<file path="src/rtl/fetch_pkg.sv">
// Shared types and constants for the instruction fetch unit.
package fetch_pkg;

    typedef enum logic [1:0] {
        S_FETCH = 2'd0,
        S_WAIT  = 2'd1,
        S_VALID = 2'd2,
        S_FAULT = 2'd3
    } fetch_state_t;

    // addi x0, x0, 0
    localparam logic [31:0] INST_NOP         = 32'h0000_0013;
    localparam logic [31:0] DEFAULT_RESET_PC = 32'h0000_0000;

endpackage

</file>
<file path="src/rtl/inst_fetch_unit_if.sv">
// Instruction-memory port plus the fetched-instruction handshake towards decode.
interface inst_fetch_unit_if;

    logic        imem_req;
    logic [31:0] imem_addr;
    logic        imem_gnt;
    logic        imem_rvalid;
    logic [31:0] imem_rdata;
    logic        inst_valid;
    logic [31:0] inst;
    logic        inst_ready;

    modport master (
        output imem_req, imem_addr, inst_valid, inst,
        input  imem_gnt, imem_rvalid, imem_rdata, inst_ready
    );

    modport slave (
        input  imem_req, imem_addr, inst_valid, inst,
        output imem_gnt, imem_rvalid, imem_rdata, inst_ready
    );

endinterface

</file>
<file path="src/rtl/inst_fetch_unit.sv">
// Holds the architectural PC and fetches one instruction at a time from
// instruction memory, handing it to decode with a valid/ready handshake.
module inst_fetch_unit
    import fetch_pkg::*;
#(
    parameter logic [31:0] RESET_PC = DEFAULT_RESET_PC
) (
    input  logic                      clk,
    input  logic                      rst,
    input  logic [31:0]               next_pc,
    output logic [31:0]               pc,
    inst_fetch_unit_if.master         bus,
    output logic                      fault,
    output logic [31:0]               retire_cnt
);

    fetch_state_t state_q, state_d;
    logic [31:0]  pc_q;
    logic [31:0]  inst_q;
    logic [31:0]  cnt_q;
    logic         capture;
    logic         retire;

    always_comb begin
        state_d = state_q;
        capture = 1'b0;
        retire  = 1'b0;
        case (state_q)
            S_FETCH: begin
                // A response without a grant belongs to a request from before reset.
                if (bus.imem_gnt) begin
                    if (bus.imem_rvalid) begin
                        capture = 1'b1;
                        state_d = S_VALID;
                    end else begin
                        state_d = S_WAIT;
                    end
                end
            end
            S_WAIT: begin
                if (bus.imem_rvalid) begin
                    capture = 1'b1;
                    state_d = S_VALID;
                end
            end
            S_VALID: begin
                if (bus.inst_ready) begin
                    retire  = 1'b1;
                    state_d = (next_pc[1:0] == 2'b00) ? S_FETCH : S_FAULT;
                end
            end
            S_FAULT: state_d = S_FAULT;
            default: state_d = S_FETCH;
        endcase
    end

    always_ff @(posedge clk or posedge rst) begin
        if (rst) begin
            state_q <= S_FETCH;
            pc_q    <= RESET_PC;
            inst_q  <= INST_NOP;
            cnt_q   <= '0;
        end else begin
            state_q <= state_d;
            if (capture) begin
                inst_q <= bus.imem_rdata;
            end
            // Misaligned targets are still loaded so the faulting PC is visible.
            if (retire) begin
                pc_q  <= next_pc;
                cnt_q <= cnt_q + 32'd1;
            end
        end
    end

    assign pc             = pc_q;
    assign bus.imem_addr  = pc_q;
    assign bus.imem_req   = (state_q == S_FETCH);
    assign bus.inst_valid = (state_q == S_VALID);
    assign bus.inst       = inst_q;
    assign fault          = (state_q == S_FAULT);
    assign retire_cnt     = cnt_q;

endmodule

</file>
<file path="src/flat_wrapper.sv">
// flat-port wrapper written by rule: the top's interface ports become plain ports
module inst_fetch_unit_flat import fetch_pkg::*;
#(
    parameter logic [31:0] RESET_PC = DEFAULT_RESET_PC
)
  (clk, rst, next_pc, pc, fault, retire_cnt, bus_imem_req, bus_imem_addr, bus_inst_valid, bus_inst, bus_imem_gnt, bus_imem_rvalid, bus_imem_rdata, bus_inst_ready);
  inst_fetch_unit_if bus_i ();
  input  logic clk;
  input  logic rst;
  input  logic [31:0] next_pc;
  output logic [31:0] pc;
  output logic fault;
  output logic [31:0] retire_cnt;
  output wire logic [$bits(bus_i.imem_req)-1:0] bus_imem_req;
  output wire logic [$bits(bus_i.imem_addr)-1:0] bus_imem_addr;
  output wire logic [$bits(bus_i.inst_valid)-1:0] bus_inst_valid;
  output wire logic [$bits(bus_i.inst)-1:0] bus_inst;
  input wire logic [$bits(bus_i.imem_gnt)-1:0] bus_imem_gnt;
  input wire logic [$bits(bus_i.imem_rvalid)-1:0] bus_imem_rvalid;
  input wire logic [$bits(bus_i.imem_rdata)-1:0] bus_imem_rdata;
  input wire logic [$bits(bus_i.inst_ready)-1:0] bus_inst_ready;
  assign bus_imem_req = bus_i.imem_req;
  assign bus_imem_addr = bus_i.imem_addr;
  assign bus_inst_valid = bus_i.inst_valid;
  assign bus_inst = bus_i.inst;
  assign bus_i.imem_gnt = bus_imem_gnt;
  assign bus_i.imem_rvalid = bus_imem_rvalid;
  assign bus_i.imem_rdata = bus_imem_rdata;
  assign bus_i.inst_ready = bus_inst_ready;
  inst_fetch_unit #(.RESET_PC(RESET_PC)) u_core (.clk(clk), .rst(rst), .next_pc(next_pc), .pc(pc), .bus(bus_i), .fault(fault), .retire_cnt(retire_cnt));
endmodule
</file>
<file path="config.mk">
export PLATFORM = sky130hd
export DESIGN_NAME = inst_fetch_unit_flat
export DESIGN_NICKNAME = d
export VERILOG_FILES = /design/src/rtl/fetch_pkg.sv /design/src/rtl/inst_fetch_unit_if.sv /design/src/rtl/inst_fetch_unit.sv /design/src/flat_wrapper.sv
export SDC_FILE = /design/constraint.sdc
export NUM_CORES = 1
export LEC_CHECK = 0
export CORE_AREA = 2 2 104 106
export DETAILED_ROUTE_END_ITERATION = 8
export DIE_AREA = 0 0 106 108
export PLACE_DENSITY = 0.8
export SLEW_MARGIN = 20
export SYNTH_ARGS = -nofsm -noshare
export SYNTH_HDL_FRONTEND = slang
export SYNTH_SLANG_ARGS = --single-unit
</file>
<file path="constraint.sdc">
create_clock -name clk -period 4.5 [get_ports clk]
set_clock_uncertainty 0.15 [all_clocks]
set_input_delay 0.9 -clock clk [delete_from_list [all_inputs] [get_ports clk]]
set_output_delay 0.9 -clock clk [all_outputs]
set_load 0.01 [all_outputs]
</file>
==> results by group, run 1 <==
Clocking
  – H-tree depth: 3
  – Num CTS Buffers: 9
  – Clock Path Buffers: 2
  – Clk sinks: 98
  – Root buffer cell: clkbuf_8
  – Clk_lat worst skew: about 0.35 ns
  – Number of setup buffers added after CTS: 0
  – TritonCTS clock tree: yes
  – PostCTS Resize Cnt: 0
  – Worst-path clk slew: 0.10 ns
  – Post-CTS Hold Buffers: 0

Route
  – Vias: 3273
  – ANT nets after route: 0
  – DRC: 0
  – DR vias/cell: 4.737
  – Drt wl/cell: around 15 um
  – Final WL: 10.53 mm
  – DR pass1 iterations: 4
  – Iter 0 DRT Violations: around 110

Synthesis
  – Area leader, netlist: dfrtp_1
  – Distinct cells, synth: 26
  – Syn nets: around 450
  – Fraction of registers with async set/reset: 100.0%
  – Post-Synthesis Cells: between 300 and 400
  – Yosys reg bits: 98
  – Commonest cells post-synth: 111 x nand2_1, 95 x dfrtp_1, 32 x buf_4, 32 x mux2_2, 22 x xnor2_1
  – Commonest register cell after synthesis: dfrtp_1
  – Top cells by area, synth: dfrtp_1 57%, nand2_1 10%, mux2_2 8.6%
  – Area fraction of the dominant cell type after synthesis: 57.01%
  – Post-synth EDFFs: 0
  – YS warnings: 0
  – Syn Area/Cell: around 11 um2
  – Most common cell in the netlist: nand2_1
  – Post-synthesis sequential area ratio: 58.90%
  – Cell area after synthesis: 0.004170 mm2

Power
  – VDD IR max: 0.3394 mV
  – Power per Cell Area: 577.4 mW/mm2
  – Static Leak: 2.791 nW

Place
  – GPL Wtd Cong: between 0.8 and 0.9
  – Post-Place Worst Slack: 1.428 ns
  – DP HPWL: 7.881 mm
  – PortBufs: roughly 200
  – Dpl cell area: a little over 0.006 mm2

Global routing
  – Total GRT Usage: between 10% and 20%
  – Largest net degree at the start of global routing: 37
  – Global-route wire length before repair: 16.77 mm
  – Grt ovf: 0
  – Antenna violations before repair: 0
  – Vias in the first global route: 3298

Timing
  – Fmax: 0.3606 GHz
  – RSZ-0062 raised after global routing: false
  – Fin. Hold Viols: 0
  – Fin worst setup slack: 1.727 ns
  – Final setup TNS: 0 ns
  – Worst Max-Slew Pin Slew: 0.6750 ns
  – Fin crit share: 61.62%
  – Min cycle time layout: 2.773 ns
  – Pins Over Slew Limit: 0
  – Max-slew headroom: 54.84%
  – Setup violators final: 0

Die
  – Rows: 37
  – Die Ht: about 110 um
  – Die ar.: between 0.01 and 0.015 mm2
  – Core region area: 0.01023 mm2
  – Die X-Extent: 106 um
  – Initial Utilization: 40.76%
  – Top Ports: 200

Layout
  – NumNets Final: 620
  – Final instance area: 0.006322 mm2
  – Area Overhead vs Synth: 51.61%
  – Inserted Diodes: 0
  – # fillers: 838
  – Layout cells sized above 1: 11.53%

Run
  – Max-Cap Viols: 0

Setup path
  – CP Max Fanout: 7
  – Critical Path End Type: primary output
  – Worst path required time: 3.45 ns
  – Crit start category: flip-flop
  – Setup CP Type: flip-flop to primary output
  – WP data arrival: about 1.7 ns

Worst hold path
  – Min-Delay Path Class: flip-flop to flip-flop

Run status
  – Outcome: finished clean
==> sequential cells by signal (all words and copies together), names as in the netlist <==
register              flops
u_core.retire_cnt        32
u_core.bus.inst          32
u_core.bus.imem_addr     32
u_core.state_q            2
==> critical path, cell delays in order, from the launching register on <==
cell             delay (ns)
dfrtp_1                0.48
inv_1                  0.10
nor2_1                 0.20
clkdlybuf4s50_1        0.59
==> area by class of cell <==
class,instances,area [um2],area share [%]
Sequential cell,98,2456,38.85
Timing Repair Buffer,203,2022,31.98
Multi-Input combinational cell,233,1419,22.44
Tap cell,136,170.2,2.691
Clock buffer,10,137.6,2.177
Clock inverter,6,96.34,1.524
Inverter,5,21.27,0.3364
==> power by group <==
group	switching, W	leakage, nW	total, W	internal, W
logic	0.000599	1.45	0.00157	0.000975
clock network	0.000313	0.115	0.000650	0.000336
registers	0.000232	1.22	0.00143	0.00120
==> cells by family after synthesis <==
family | after synthesis | synth area share, %
compound gates | 4 | 0.6002
xor+xnor | 31 | 6.511
fa+ha+maj | 1 | 0.3000
buf+inv | 48 | 7.201
flops | 98 | 58.90
mux | 32 | 8.641
simple gates | 165 | 17.85
==> worst paths after layout <==
path | start | endpoint | slack, ns | cells after the start
max | u_core.state_q[1] | bus_inst_valid | 1.73 | 3
min | u_core.retire_cnt[31] | u_core.retire_cnt[31] | 0.35 | 1
max reg2reg | u_core.state_q[0] | u_core.retire_cnt[28] | 2.29 | 5
min reg2reg | u_core.retire_cnt[31] | u_core.retire_cnt[31] | 0.35 | 1
max in group asynchronous | rst | u_core.bus.imem_addr[29] | 2.70 | 3
min in group asynchronous | rst | u_core.bus.inst[24] | 0.72 | 2
==> layout by cell type, fill, tap and decap left out, types with 2 or more instances in the layout <==
cell / netlist / routed
and4_1: 2 / 2
nor2_1: 13 / 12
nand3_1: 13 / 13
nand4_1: 8 / 8
and2_1: 3 / 3
bufinv_16: 0 / 2
inv_1: 5 / 4
inv_6: 0 / 2
xnor2_1: 22 / 22
and3_1: 4 / 4
dfstp_2: 3 / 3
nor3_1: 4 / 4
xor2_1: 9 / 9
buf_4: 32 / 4
clkdlybuf4s50_1: 0 / 199
nor3_2: 2 / 2
nand2_1: 111 / 110
clkbuf_8: 0 / 10
dfrtp_1: 95 / 95
mux2_2: 32 / 32
o21ai_0: 2 / 2
==> routing by layer <==
layer  routed length [um]  global-route usage (%)  vias to the layer above
li1                     -                       -                     1540
met1                 4350                   23.35                     1599
met2                 5355                   32.26                      123
met3                  657                   4.943                       11
met4                  163                   4.793                        0
met5                    0                       0                        -
==> per-stage QoR <==
stage               util (%)  hold WS (ns)  std cells  power, W
floorplan                  -        0.3575        379  0.002131
global placement       59.48        0.3254        675  0.002991
detailed placement     59.48        0.3335        675  0.003033
CTS                    61.77        0.3567        691  0.003700
global route           61.80        0.3716        691  0.003857
finish                 61.80        0.3548        691  0.003650
Note: power is estimated with default switching activity, not from simulation.
==> inputs of run 2 (changes only) <==
==> constraint.sdc (replaced) <==
create_clock -name clk -period 2.6 [get_ports clk]
set_clock_uncertainty 0.15 [all_clocks]
set_input_delay 0.52 -clock clk [delete_from_list [all_inputs] [get_ports clk]]
set_output_delay 0.52 -clock clk [all_outputs]
set_load 0.01 [all_outputs]
==> run 2 against run 1 <==
  * Critical path depth is the same
  * Cell area grew 0.46%
  * Register-to-register slack lost 1.8 ns
  * Count of clock-buffer cells in the layout grew 2
  * Non-clock buffer count grew 5
  * Die area is the same
  * Routed wire length is essentially flat
  * Sequential share of layout area shrank 0.18 points
  * Global-route usage shrank 0.15 points
  * Worst setup slack lost 1.5 ns
  * First-iteration DRC count grew 15%
==> results by group, run 2 (synthesized netlist as in run 1, its figures left out) <==
Run status
  – Outcome: finished clean

Timing
  – Fin crit share: 91.56%
  – Fin. Hold Viols: 0
  – Worst Max-Slew Pin Slew: 0.5658 ns
  – Final setup TNS: 0 ns
  – RSZ-0062 raised after global routing: false
  – Min cycle time layout: 2.380 ns
  – Max-slew headroom: 62.28%
  – Fmax: 0.4201 GHz
  – Pins Over Slew Limit: 0
  – Setup violators final: 0

Clocking
  – Worst-path clk slew: 0.08 ns
  – Clock Path Buffers: 2
  – H-tree depth: 3
  – Clk_lat worst skew: ~0.35 ns
  – TritonCTS clock tree: yes
  – Number of setup buffers added after CTS: 0
  – PostCTS Resize Cnt: 0
  – Root buffer cell: clkbuf_8
  – Num CTS Buffers: 9
  – Post-CTS Hold Buffers: 0
  – Clk sinks: 98

Die
  – Die X-Extent: 106 um
  – Initial Utilization: 40.76%
  – Core region area: 0.01023 mm2
  – Die ar.: roughly 0.011 mm2
  – Rows: 37
  – Die Ht: 108 um
  – Top Ports: 200

Route
  – Final WL: 10.52 mm
  – DR pass1 iterations: 4
  – DR vias/cell: 4.677
  – Vias: 3255
  – Iter 0 DRT Violations: between 100 and 150
  – Drt wl/cell: 15.12 um
  – DRC: 0
  – ANT nets after route: 0

Power
  – Sw Ratio: a little under a third
  – VDD IR max: 0.5758 mV
  – Power per Cell Area: 970.6 mW/mm2
  – Comb pwr share: 44.5%
  – P_sw: 0.001945 W
  – Clk pwr share: between 15 and 20%
  – Pint: 0.004220 W
  – Static Leak: 2.791 nW
  – Flop pwr share: 40.0%

Layout
  – Inserted Diodes: 0
  – Register Area: 0.002456 mm2
  – Multi-input logic area: 0.001416 mm2
  – # fillers: 855
  – Layout cells sized above 1: 11.61%
  – NumNets Final: 625
  – Area Overhead vs Synth: 52.30%
  – Most frequent cells in the layout: 199 x clkdlybuf4s50_1, 111 x nand2_1, 95 x dfrtp_1, 32 x mux2_2, 22 x xnor2_1
  – Most common cell after layout, fill and taps aside: clkdlybuf4s50_1
  – Final instance area: 0.006351 mm2

Place
  – PortBufs: roughly 200
  – Dpl cell area: between 0.006 and 0.007 mm2
  – GPL Wtd Cong: 0.7681
  – DP HPWL: 7.914 mm

Worst hold path
  – Min-Delay Path Class: flip-flop to flip-flop

Setup path
  – Crit start category: flip-flop
  – Worst path required time: 1.93 ns
  – Critical Path End Type: primary output
  – Setup CP Type: flip-flop to primary output
  – WP data arrival: 1.71 ns
  – CP Max Fanout: 7

Global routing
  – Antenna violations before repair: 0
  – Largest net degree at the start of global routing: 53
  – Total GRT Usage: between 10% and 20%
  – Grt ovf: 0
  – Global-route wire length before repair: 16.82 mm
  – Vias in the first global route: 3446

Run
  – Max-Cap Viols: 0
==> run 2: cell count changes in the layout (fill, tap and decap cells not counted) <==
cell	change
buf_4	+2
buf_12	+3
clkbuf_1	+3
nand2_2	-1
clkinv_4	+1
inv_4	-1
nand2_1	+1
clkbuf_8	-1
inv_6	-2
clkinvlp_4	+2
bufinv_16	-1
inv_8	-1
==> run 2: worst max-delay path: stages, from the launching register on <==
cell	delay [ns]
dfrtp_1	0.49
inv_1	0.09
nor2_1	0.18
clkdlybuf4s50_1	0.61
==> run 2: path summary, 6_finish.rpt <==
kind	from	to	slack, ns	cells past startpoint
max reg2reg	u_core.state_q[0]	u_core.retire_cnt[31]	0.53	5
min reg2reg	u_core.retire_cnt[29]	u_core.retire_cnt[29]	0.35	1
max	u_core.state_q[1]	bus_inst_valid	0.22	3
min in group asynchronous	rst	u_core.retire_cnt[9]	0.44	3
min	u_core.retire_cnt[29]	u_core.retire_cnt[29]	0.35	1
max in group asynchronous	rst	u_core.bus.inst[19]	1.34	3
==> run 2: through the flow <==
step                      util, %  total power, W  worst slack, ns  std cells  hold WS, ns
final                       62.08        0.006164           0.2195        696       0.3524
after detailed placement    60.23        0.005266         -0.01577        680       0.3371
after global routing        62.08        0.006518           0.1111        696       0.3696
after CTS                   62.08        0.006249           0.2048        696       0.3487
after floorplan                 -        0.003689           0.5952        379       0.3575
after global placement      60.23        0.005177          0.03763        680       0.3224
==> run 2: cell type report <==
cell class / instances / share of cell area, %
Timing Repair Buffer: 208 / 33.02
Clock inverter: 4 / 0.8471
Multi-Input combinational cell: 233 / 22.30
Clock buffer: 12 / 2.128
Sequential cell: 98 / 38.67
Tap cell: 136 / 2.679
Inverter: 5 / 0.3546
==> run 2: layer usage <==
metal / share of wire, % / wire length [um] / GRT usage (%)
met1: 40 / 4188 / 21.73
met2: 52 / 5477 / 32.90
met3: 6.3 / 667 / 4.641
met4: 1.8 / 189 / 6.673
met5: 0 / 0 / 0
==> run 2: power groups by stage <==
| stage | clock, W | combinational, W | sequential [W] |
|---|---|---|---|
| detailed placement | 0 | 0.00278 | 0.00249 |
| global route | 0.00105 | 0.00292 | 0.00255 |
| CTS | 0.000987 | 0.00279 | 0.00248 |
| finish | 0.000957 | 0.00274 | 0.00247 |
| floorplan | 0 | 0.00101 | 0.00268 |
| global placement | 0 | 0.00272 | 0.00246 |
